File: config.mk
export PLATFORM = sky130hd
export DESIGN_NAME = usb_top
export DESIGN_NICKNAME = d
export VERILOG_FILES = /design/src/rtl/usb_top.sv
export SDC_FILE = /design/constraint.sdc
export NUM_CORES = 1
export LEC_CHECK = 0
export CAP_MARGIN = 0
export CORE_MARGIN = 3
export CORE_UTILIZATION = 54
export DETAILED_ROUTE_END_ITERATION = 10
export PLACE_DENSITY = 0.78
export SLEW_MARGIN = 25
export SYNTH_ARGS = -nofsm -noshare
export SYNTH_HDL_FRONTEND = slang
export SYNTH_SLANG_ARGS = --single-unit
File: constraint.sdc
create_clock -name clk -period 2.9 [get_ports clk]
set_clock_uncertainty 0.2 [all_clocks]
set_input_delay 0.58 -clock clk [delete_from_list [all_inputs] [get_ports clk]]
set_output_delay 0.58 -clock clk [all_outputs]
set_load 0.03 [all_outputs]
File: src/rtl/usb_top.sv
// usb_top: a minimal USB device-side transaction engine.
//   - EP0: control endpoint. OUT is acknowledged and its data dropped; IN returns
//     a zero-length DATA1.
//   - EP1: bulk loopback through an 8-deep byte FIFO. OUT writes go to the FIFO
//     and are committed only if the whole data phase arrives clean. IN streams
//     out the committed contents.
// Optional feature macro: USB_SET_ADDRESS_EN enables SETUP / SET_ADDRESS handling.
// Without it, SETUP tokens are ignored and the device address stays 0.
//
// Ports:
//   clk, rst_n                  clock (rising edge), async active-low reset
//   host_pkt_valid/pid/addr/ep  token strobe and fields
//   host_data_len               data-phase byte count, sampled with the token
//   host_data/_valid/crc_err    data-phase byte strobe and its CRC flag
//   host_tx_valid/pid/data/len  response beat; all fields are zero when not valid
//   dbg_addr_reg                current device address
//   dbg_ep1_fifo_level          committed EP1 FIFO occupancy (0..8)
module usb_top (
  input  logic        clk,
  input  logic        rst_n,
  input  logic        host_pkt_valid,
  input  logic [3:0]  host_pid,
  input  logic [6:0]  host_addr,
  input  logic [3:0]  host_ep,
  input  logic [7:0]  host_data,
  input  logic        host_data_valid,
  input  logic [15:0] host_data_len,
  input  logic        host_crc_err,
  output logic        host_tx_valid,
  output logic [3:0]  host_tx_pid,
  output logic [7:0]  host_tx_data,
  output logic [15:0] host_tx_len,
  output logic [6:0]  dbg_addr_reg,
  output logic [3:0]  dbg_ep1_fifo_level
);

  localparam logic [3:0] PID_OUT   = 4'h1;
  localparam logic [3:0] PID_IN    = 4'h9;
  localparam logic [3:0] PID_DATA0 = 4'h3;
  localparam logic [3:0] PID_DATA1 = 4'hB;
  localparam logic [3:0] PID_ACK   = 4'h2;
  localparam logic [3:0] PID_NAK   = 4'hA;

  typedef enum logic [1:0] {IDLE, DATA, STREAM} state_t;

  state_t      state;
  logic [7:0]  fifo_mem [8];
  logic [2:0]  wr_ptr, rd_ptr, tent_ptr;
  logic [3:0]  level;
  logic [15:0] rx_remaining;
  logic [3:0]  rx_len;
  logic        rx_ep1, rx_store;
  logic [3:0]  stream_cnt;
  logic        toggle;
  logic [6:0]  addr_reg;

  logic        pid_ok, tok_ok, fits, fifo_we;
  logic [3:0]  room;

`ifdef USB_SET_ADDRESS_EN
  localparam logic [3:0] PID_SETUP = 4'hD;
  logic [6:0] pending_addr, rx_new_addr;
  logic       addr_pend, apply_addr, rx_setup, rx_setaddr, rx_len8;
  logic [1:0] rx_idx;

  // SETUP is accepted only on the control endpoint.
  assign pid_ok = (host_pid == PID_OUT) || (host_pid == PID_IN) ||
                  ((host_pid == PID_SETUP) && (host_ep[0] == 1'b0));
`else
  assign pid_ok   = (host_pid == PID_OUT) || (host_pid == PID_IN);
  assign addr_reg = 7'd0;
`endif

  // A token only counts when addressed to us, on EP0/EP1, and not during an IN stream.
  assign tok_ok = host_pkt_valid && !host_data_valid && (host_addr == addr_reg) &&
                  (host_ep[3:1] == 3'd0) && (state != STREAM) && pid_ok;

  assign room    = 4'd8 - level;
  assign fits    = (host_data_len <= {12'd0, room});
  assign fifo_we = (state == DATA) && host_data_valid && !host_crc_err && rx_ep1 && rx_store;

  assign dbg_addr_reg       = addr_reg;
  assign dbg_ep1_fifo_level = level;

  // Storage is not reset; occupancy is tracked by the pointers and level only.
  always_ff @(posedge clk) begin
    if (fifo_we) fifo_mem[tent_ptr] <= host_data;
  end

  always_ff @(posedge clk or negedge rst_n) begin
    if (!rst_n) begin
      state         <= IDLE;
      wr_ptr        <= 3'd0;
      rd_ptr        <= 3'd0;
      tent_ptr      <= 3'd0;
      level         <= 4'd0;
      rx_remaining  <= 16'd0;
      rx_len        <= 4'd0;
      rx_ep1        <= 1'b0;
      rx_store      <= 1'b0;
      stream_cnt    <= 4'd0;
      toggle        <= 1'b0;
      host_tx_valid <= 1'b0;
      host_tx_pid   <= 4'd0;
      host_tx_data  <= 8'd0;
      host_tx_len   <= 16'd0;
`ifdef USB_SET_ADDRESS_EN
      addr_reg      <= 7'd0;
      pending_addr  <= 7'd0;
      rx_new_addr   <= 7'd0;
      addr_pend     <= 1'b0;
      apply_addr    <= 1'b0;
      rx_setup      <= 1'b0;
      rx_setaddr    <= 1'b0;
      rx_len8       <= 1'b0;
      rx_idx        <= 2'd0;
`endif
    end else begin
      host_tx_valid <= 1'b0;
      host_tx_pid   <= 4'd0;
      host_tx_data  <= 8'd0;
      host_tx_len   <= 16'd0;
`ifdef USB_SET_ADDRESS_EN
      // The new address takes effect once the status-stage ZLP has gone out.
      if (apply_addr) begin
        addr_reg   <= pending_addr;
        addr_pend  <= 1'b0;
        apply_addr <= 1'b0;
      end
`endif
      if (state == STREAM) begin
        host_tx_valid <= 1'b1;
        host_tx_pid   <= host_tx_pid;
        host_tx_len   <= host_tx_len;
        host_tx_data  <= fifo_mem[rd_ptr];
        rd_ptr        <= rd_ptr + 3'd1;
        level         <= level - 4'd1;
        stream_cnt    <= stream_cnt - 4'd1;
        if (stream_cnt == 4'd1) begin
          toggle <= ~toggle;
          state  <= IDLE;
        end
      end else if (tok_ok) begin
        // Any accepted token abandons an unfinished OUT phase.
        tent_ptr <= wr_ptr;
        state    <= IDLE;
        if (host_pid == PID_IN) begin
          host_tx_valid <= 1'b1;
          if (host_ep[0]) begin
            if (level != 4'd0) begin
              // First byte is loaded here; STREAM supplies the rest.
              host_tx_pid  <= toggle ? PID_DATA1 : PID_DATA0;
              host_tx_data <= fifo_mem[rd_ptr];
              host_tx_len  <= {12'd0, level};
              rd_ptr       <= rd_ptr + 3'd1;
              level        <= level - 4'd1;
              stream_cnt   <= level - 4'd1;
              if (level == 4'd1) toggle <= ~toggle;
              else               state  <= STREAM;
            end else begin
              host_tx_pid <= PID_NAK;
            end
          end else begin
            host_tx_pid <= PID_DATA1;
`ifdef USB_SET_ADDRESS_EN
            apply_addr <= addr_pend;
`endif
          end
        end else begin
          rx_ep1       <= host_ep[0];
          rx_store     <= fits;
          rx_len       <= host_data_len[3:0];
          rx_remaining <= host_data_len;
`ifdef USB_SET_ADDRESS_EN
          rx_setup   <= (host_pid == PID_SETUP);
          rx_setaddr <= 1'b0;
          rx_len8    <= (host_data_len == 16'd8);
          rx_idx     <= 2'd0;
`endif
          // A zero-length phase always fits, so it completes with ACK at once.
          if (host_data_len == 16'd0) begin
            host_tx_valid <= 1'b1;
            host_tx_pid   <= PID_ACK;
          end else begin
            state <= DATA;
          end
        end
      end else if ((state == DATA) && host_data_valid) begin
        if (host_crc_err) begin
          tent_ptr <= wr_ptr;
          state    <= IDLE;
        end else begin
          if (rx_ep1 && rx_store) tent_ptr <= tent_ptr + 3'd1;
          rx_remaining <= rx_remaining - 16'd1;
`ifdef USB_SET_ADDRESS_EN
          if (rx_idx != 2'd3) rx_idx <= rx_idx + 2'd1;
          if ((rx_idx == 2'd1) && (host_data == 8'h05)) rx_setaddr  <= 1'b1;
          if (rx_idx == 2'd2)                           rx_new_addr <= host_data[6:0];
`endif
          if (rx_remaining == 16'd1) begin
            state         <= IDLE;
            host_tx_valid <= 1'b1;
            host_tx_pid   <= (rx_ep1 && !rx_store) ? PID_NAK : PID_ACK;
            if (rx_ep1 && rx_store) begin
              wr_ptr <= tent_ptr + 3'd1;
              level  <= level + rx_len;
            end
`ifdef USB_SET_ADDRESS_EN
            if (rx_setup && rx_len8 && rx_setaddr) begin
              pending_addr <= rx_new_addr;
              addr_pend    <= 1'b1;
            end
`endif
          end
        end
      end
    end
  end

endmodule

# ---- Yosys cells after proc, flatten, opt, wreduce, memory -nomap -nowiden
# Memories as Yosys holds them, arrays and structs flattened.
# Cells that the tools add are included.
dict set report totals {
  output_inout_bits 40
  n_memories 1
  mem_bits_rw 64
  inputBits 44
  elab_cells 152
  ff_bits 71
}
dict set report op_classes {
  bitwise_logic 5
  addsub 7
  reduce_logical 38
  eq_ne 15
  magnitude_cmp 1
  mux 70
}
# memory depth word_bits read_ports rd_clocked_by_memory_dff wr line_no
set mem_list {}
lappend mem_list {fifo_mem 8 8 1 0 1 47} ;# logic [7:0] fifo_mem [8];
# operator n
set ops {}
lappend ops {{4-bit two-way mux} 24}
lappend ops {{16-bit two-way mux} 4}
lappend ops {{8-bit two-way mux} 5}
lappend ops {{3-bit two-way mux} 9}
lappend ops {{2-bit two-way mux} 11}
lappend ops {{1-bit two-way mux} 17}
lappend ops {{16-bit by 1-bit == test with 1-bit output, second input constant} 1}
lappend ops {{16-bit by 4-bit <= comparator with 1-bit output} 1}
lappend ops {{16-bit logical NOT} 1}
lappend ops {{16-bit by 1-bit subtractor with 16-bit output, second input constant} 1}
lappend ops {{4-bit by 1-bit == test with 1-bit output, second input constant} 3}
lappend ops {{6-bit AND reduction} 2}
lappend ops {{2-bit nonzero test} 6}
lappend ops {{3-bit nonzero test} 4}
lappend ops {{1-bit logical AND} 11}
lappend ops {{3-bit by 1-bit inequality test with 1-bit output, second input constant} 3}
lappend ops {{3-bit AND reduction} 3}
lappend ops {{4-bit AND reduction} 2}
lappend ops {{4-bit nonzero test} 2}
lappend ops {{4-bit by 1-bit subtractor with 4-bit output, second input constant} 2}
lappend ops {{7-bit logical NOT} 1}
lappend ops {{7-bit AND reduction} 1}
lappend ops {{3-bit by 1-bit adder with 3-bit output, second input constant} 2}
lappend ops {{1-bit inverter} 5}
lappend ops {{11 further kinds} 15}

# ---- Logic depth before layout (Yosys ltp)
# Gate-level depths: netlist of the first run.
dict set report logic_depth {
  depth_word 8
  mapped_depth 10
  ltp_nobuf 9
}

# ---- Worst setup path after synthesis of the first run
# Ideal clock, no wire load.
dict set report synth_timing {
  path_type {register to register}
  startpoint {register level[1], in the netlist dbg_ep1_fifo_level[1]}
  endpoint {register rd_ptr[1]}
  setup_ns 0.125
  path_stages_with_launch 9
  setup_slack_ns 0.200
  arrival_ns 2.376
  path_cell_list {dfrtp_1 > inv_1 > ha_1 > or3b_2 > and3_1 > and3_1 > buf_4 > nor2_2 > mux2_2}
}
dict set report synth_between {
  elab_chain_cells 3
}
# element line_no
set synth_rtl {}
lappend synth_rtl {{from (decl)} 49} ;# logic [3:0] level;
lappend synth_rtl {{from (signal assigned)} 137} ;# level <= level - 4'd1;
lappend synth_rtl {{from (signal assigned)} 156} ;# level <= level - 4'd1;
lappend synth_rtl {{from (signal assigned)} 206} ;# level <= level + rx_len;
lappend synth_rtl {{4-bit nonzero test} 150} ;# if (level != 4'd0) begin
lappend synth_rtl {{2-bit nonzero test (no source line)} -}
lappend synth_rtl {{4-bit AND reduction (no source line)} -}
lappend synth_rtl {{to (signal assigned)} 136} ;# rd_ptr <= rd_ptr + 3'd1;
lappend synth_rtl {{to (signal assigned)} 155} ;# rd_ptr <= rd_ptr + 3'd1;
lappend synth_rtl {{to (decl)} 48} ;# logic [2:0] wr_ptr, rd_ptr, tent_ptr;
# No other way between the ends.
# A chain may end at the register's enable or synchronous reset.

# ---- Worst setup path in the final report of the first run
# Same ends and word-level chain as after synthesis.

==> results.cfg, run 1 <==
[status]
status = finished, final reports clean

[sta]
hold_viol_final = 0
setup_viol = 0
rsz0062_at_grt = false
setup_slack_ns = 0.272
max_freq_mhz = 380
slew_viol_final = 0
finalSetupTns_ns = 0
worstMarginPinSlew_ns = 0.825
period_share_pct = 90.6
period_minus_slack_ns = 2.63
relSlewSlack_pct = 45.0

[floorplan]
dieHeight_um = 111
rows = 37
dieArea_mm2 = 0.0123
core_area_mm2 = 0.0105
io_pins = 84
die-width_um = 111
start_util_pct = 56.6

[routing]
wire_per_inst_um = 19.0
dr_wl_met3_um = 994
vias_per_cell = 5.85
drc = 0
wirelength_met1_um = 5970
vias = 4315
met2_length_um = 6900
drt_iter0_drc = 336
top_layer = met4
first_pass_iters = 5
wirelength_um = 14100
drtAntennaViolNets = 0

[power_and_ir_drop]
ir_drop_mv = 0.450
p_leak_nw = 3.03
cellPowerDensity_mw_per_mm2 = 554

[critical_path]
reg2reg_to = rd_ptr[1]$_DFFE_PN0P_
end_kind = register
cp-start-kind = register
reg2reg_from = dbg_ep1_fifo_level[1]$_DFFE_PN0P_
critPathMaxFanout = 8
required_ns = 3.11
reg2reg_slack_ns = 0.27
path_class = reg2reg
r2r_cells = 7
worstPathArrival_ns = 2.84

[logic_synthesis]
async_flop_share_pct = 47.5
yosysWarnings = 0
ys_ff_latch = 122
synthMuxAreaShare_pct = 9.41
yosysSeqAreaShare_pct = 56.7
synth.cell_area_mm2 = 0.00594
netlist-cell-type-count = 63
synth_xor_area_share_pct = 1.03
avgSynthCellArea_um2 = 12.2
synth_top_family_by_area = simple AND/OR/NAND/NOR gates
synth-edff-count = 64
synth_top_flop_cell = edfxtp_1
synthSimpleGateAreaFrac_pct = 14.3
netlist_instances = 488
synth_compound_area_share_pct = 9.87
synthAdderAreaFrac_pct = 3.49

[place]
port_buffers = 63
dpl-instance-area_mm2 = 0.00687
post-dp-hpwl_um = 9960
dp_slack_ns = -0.112
dpl.cell_count = 705
place_congestion = 0.952

[min_path]
holdPathEnd = toggle$_DFFE_PN0P_
hp-start = toggle$_DFFE_PN0P_
hold_class = reg2reg
worstHoldPathCells = 1

[grt]
antenna_found_initial = 0
first_global_vias = 4338
grt_usage_pct = 24.1
grt_pass1_wl_um = 23100
grt_max_degree = 32
grt_overflow = 0

[clock_tree]
insertion_delay_ns = 0.53
cts_tree = done
clock_sinks = 122
clockRootBuffer = clkbuf_8
cts_max_path_buffers = 2
htree_levels = 4
cts_inserted_buffers = 17
clk_pin_slew_worst_paths_ns = 0.06

[finish]
nets = 649
fillers = 724
syn_to_final_growth_pct = 25.8
diodes = 0
stdcell_area_mm2 = 0.00748
layout-drive-gt1-share_pct = 17.4
finalNonFillerCells = 738

[flow_run]
drv_cap = 0
[per-layer routing]
metal | global-route usage (%) | vias to the layer above
li1 | - | 1980
met1 | 32.3 | 2122
met2 | 39.0 | 195
met3 | 6.22 | 18
met4 | 6.98 | 0
met5 | 0 | -
[cell usage in the layout, fill, tap and decap left out, types with 3 or more instances in the layout]
master            n
dfrtp_1          58
edfxtp_1         64
inv_1            15
nor2_1           40
clkinvlp_4        3
nor2b_1           3
nand4_1           6
nand2_1          37
conb_1           20
o211ai_1          3
clkdlybuf4s50_1  62
nand3_1          14
clkbuf_16        16
nand2b_1          9
mux4_2           16
mux2_2            7
buf_4            35
a21o_1            6
o21ai_0          29
and3_1            5
ha_1             15
a21oi_1          29
nor3_1           11
inv_6             4
mux2i_1          12
bufinv_16         3
a31oi_1           3
and2_1            3
o21a_1            6
xnor2_1           5
or3b_2            3
nor4_1            9
[worst max-delay path by stage]
stage / startpoint / to / slack [ns] / depth (start not counted)
3_5_place_dp: host_data_valid / dbg_ep1_fifo_level[0]$_DFFE_PN0P_ / -0.11 / 7
3_3_place_gp: host_data_valid / dbg_ep1_fifo_level[0]$_DFFE_PN0P_ / -0.05 / 7
4_1_cts: dbg_ep1_fifo_level[1]$_DFFE_PN0P_ / rd_ptr[1]$_DFFE_PN0P_ / 0.25 / 7
5_1_grt: dbg_ep1_fifo_level[1]$_DFFE_PN0P_ / rd_ptr[1]$_DFFE_PN0P_ / 0.15 / 7
2_1_floorplan: dbg_ep1_fifo_level[1]$_DFFE_PN0P_ / rd_ptr[1]$_DFFE_PN0P_ / 0.20 / 8
6_report: dbg_ep1_fifo_level[1]$_DFFE_PN0P_ / rd_ptr[1]$_DFFE_PN0P_ / 0.27 / 7
[power by group]
part / switching [mW] / internal, mW
logic: 0.108 / 0.0777
clock network: 0.785 / 1.34
registers: 0.00213 / 1.83
total: 0.895 / 3.25
[through the flow]
step	utilization [%]	hold slack [ns]	total power, mW
floorplan	-	0.0844	1.95
global placement	65.4	0.256	2.05
detailed placement	65.4	0.261	2.05
CTS	71.1	0.269	4.18
global route	71.1	0.277	4.27
finish	71.1	0.278	4.14
[area by class of cell]
class                      instances  area [µm²]  share of cell area (%)
timing repair buffer             101         938                    12.6
inverter                          15        56.3                   0.753
multi-input combinational        332        2340                    31.3
clock buffer                      19         432                    5.77
clock inverter                    13         165                    2.21
sequential                       122        3370                    45.1
tap                              136         170                    2.28
[cells in the mapped netlist, types with 4 or more instances]
cell type | number | share of area [%]
dfrtp_1 | 58 | 24
xnor2_1 | 5 | 0.74
o21ai_0 | 29 | 2.4
mux2i_1 | 12 | 2.0
nand2_1 | 37 | 2.3
nor3_1 | 11 | 0.93
buf_2 | 4 | 0.34
a21o_1 | 6 | 0.76
buf_4 | 22 | 2.8
nand4_1 | 6 | 0.63
nor2_1 | 40 | 2.5
inv_1 | 15 | 0.95
ha_1 | 15 | 3.2
mux4_2 | 16 | 6.1
nor4_1 | 9 | 0.95
nand2b_1 | 9 | 0.95
and3_1 | 5 | 0.53
a21oi_1 | 29 | 2.4
mux2_2 | 7 | 1.3
o21a_1 | 6 | 0.76
nand3_1 | 14 | 1.2
clkbuf_1 | 8 | 0.51
edfxtp_1 | 64 | 32
[worst max-delay path, cell delays in order (launching register included)]
cell and delay, ns:
dfrtp_1 0.43, inv_1 0.10, ha_1 0.16, or3b_2 0.47
and3_1 0.22, and3_1 0.19, nor2_2 0.35, mux2_2 0.39
[registers in the layout, summed over array words and instances, names as in the netlist]
name	count
fifo_mem	64
rx_remaining	16
host_tx_data	8
dbg_ep1_fifo_level	4
host_tx_len	4
rx_len	4
stream_cnt	4
host_tx_pid	3
rd_ptr	3
tent_ptr	3
wr_ptr	3
state	2
host_tx_valid	1
rx_ep1	1
rx_store	1
toggle	1
[logic make-up (layout without fill, tap and decap cells)]
kind of cell | count (synthesis) | count (layout)
other cells | 1 | 20
flops | 122 | 122
mux | 35 | 35
compound gates | 96 | 96
xor+xnor | 7 | 7
buf+inv | 53 | 148
fa+ha+maj | 16 | 16
simple gates | 158 | 158
[what timing repair did]
| item | 4_1_cts | 5_1_grt |
|---|---|---|
| endpoints found under the hold margin | 27 | 0 |
| gates resized for setup | 0 | 0 |
| hold buffers | 1 | 0 |
| setup buffers | 0 | 0 |
Note: power is estimated with default switching activity, not from simulation.
==> run 2, diff against run 1 <==
Clock period 2.9 ns to 2.43 ns, I/O delays scaled along.
==> results.cfg, run 2 (synthesized netlist as in run 1, its figures left out) <==
[status]
status = finished, final reports clean

[place]
port_buffers = 63
post-dp-hpwl_um = 10200
dpl-instance-area_mm2 = 0.00703
place_congestion = 0.881

[sta]
period_share_pct = 98.8
rsz0062_at_grt = false
hold_viol_final = 0
relSlewSlack_pct = 42.5
setup_viol = 0
worstMarginPinSlew_ns = 0.863
period_minus_slack_ns = 2.40
slew_viol_final = 0
max_freq_mhz = 417

[critical_path]
reg2reg_slack_ns = 0.09
required_ns = 2.62
worstPathArrival_ns = 2.59
cp-start-kind = input port
r2r_cells = 7
reg2reg_from = dbg_ep1_fifo_level[1]$_DFFE_PN0P_
critPathMaxFanout = 4
cp-startpoint = host_addr[5]
end_kind = register
path_class = in2reg
reg2reg_to = rd_ptr[1]$_DFFE_PN0P_
crit_end = dbg_ep1_fifo_level[0]$_DFFE_PN0P_

[power_and_ir_drop]
power_mw = 5.00
ir_drop_mv = 0.396
p_leak_nw = 3.21
cellPowerDensity_mw_per_mm2 = 648

[floorplan]
rows = 37
core_area_mm2 = 0.0105
start_util_pct = 56.6
dieHeight_um = 111
io_pins = 84
dieArea_mm2 = 0.0123
die-width_um = 111

[grt]
grt_overflow = 0
grt_pass1_wl_um = 24700
grt_usage_pct = 25.8
antenna_found_initial = 0
first_global_vias = 4697
grt_max_degree = 41

[routing]
drt_iter0_drc = 400
drc = 0
wire_per_inst_um = 20.3
wirelength_um = 15300
drtAntennaViolNets = 0
vias = 4570
first_pass_iters = 5
vias_per_cell = 6.06

[clock_tree]
cts_inserted_buffers = 17
htree_levels = 4
insertion_delay_ns = 0.51
cts_max_path_buffers = 2
clockRootBuffer = clkbuf_8
cts_tree = done
clk_pin_slew_worst_paths_ns = 0.06
clock_sinks = 122

[finish]
nets = 665
final_core_util_pct = 73.4
final_common_cell = edfxtp_1
top_regs = fifo_mem: 64 flops, rx_remaining: 16 flops, host_tx_data: 8 flops
stdcell_area_mm2 = 0.00772
syn_to_final_growth_pct = 29.8
regMostFlops = fifo_mem
final_cell_mix = edfxtp_1, dfrtp_1, clkdlybuf4s50_1
layout-drive-gt1-share_pct = 22.2
diodes = 0
largest_reg_flops = 64

[min_path]
hold_class = in2async

[flow_run]
drv_cap = 0
## run 2: changes by cell type in the layout (fill, tap and decap cells not counted), sizes merged, moves of 3 or more
cell	change
clkdlybuf4s50	-7
dlymetal6s2s	+5
buf	+16
inv	+5
clkinvlp	-3
## run 2: worst min-delay path by stage
stage                                           from                                 to  slack, ns  cells past startpoint
after floorplan                                rst_n  dbg_ep1_fifo_level[0]$_DFFE_PN0P_      -0.01                      0
after global placement    host_tx_pid[0]$_DFFE_PN0N_         host_tx_pid[0]$_DFFE_PN0N_       0.25                      2
after global routing                           rst_n       rx_remaining[12]$_DFFE_PN0P_       0.31                      2
after detailed placement                       rst_n       rx_remaining[15]$_DFFE_PN0P_       0.27                      1
after CTS                                      rst_n       rx_remaining[12]$_DFFE_PN0P_       0.27                      2
final                                          rst_n       rx_remaining[12]$_DFFE_PN0P_       0.28                      2
## run 2: critical path, cell delays in order
cell	delay [ns]
clkdlybuf4s50_1	0.43
or4_4	0.50
nor4_4	0.42
buf_4	0.20
a211o_1	0.16
o21ai_2	0.09
a221o_1	0.31
## run 2: timing repair
item	CTS	global route
hold endpoints to repair	18	0
setup endpoints to repair	5	17
gates resized for setup	4	13
gates cloned	0	0
hold buffers	1	0
pin swaps	2	4
buffers inserted	2	0
## run 2: cell type report
class                      count  area (µm²)
clock inverter                11         113
clock buffer                  21         503
tap                          136         170
inverter                      15        58.8
multi-input combinational    332        2410
timing repair buffer         117        1080
fill                         675        2790
sequential                   122        3380
## run 2: power by group
group          switching, mW  internal (mW)
Sequential           0.00271           2.18
Combinational          0.132         0.0986
Clock                  0.989           1.60
## run 2: per-layer routing
layer / GRT usage [%] / wire (µm)
met5: 0 / 0
met2: 42.6 / 7730
met4: 11.6 / 466
met3: 5.62 / 1020
met1: 32.6 / 6120
## run 2: stage by stage
step                      hold slack (ns)  std cells  setup TNS [ns]  worst slack (ns)
after CTS                           0.275        754               0          0.000294
after global routing                0.310        754               0            0.0123
after global placement              0.252        719          -37.50            -0.456
after detailed placement            0.272        719          -48.12            -0.548
final                               0.278        754               0            0.0304
after floorplan                  -0.00959        507               0           0.00679
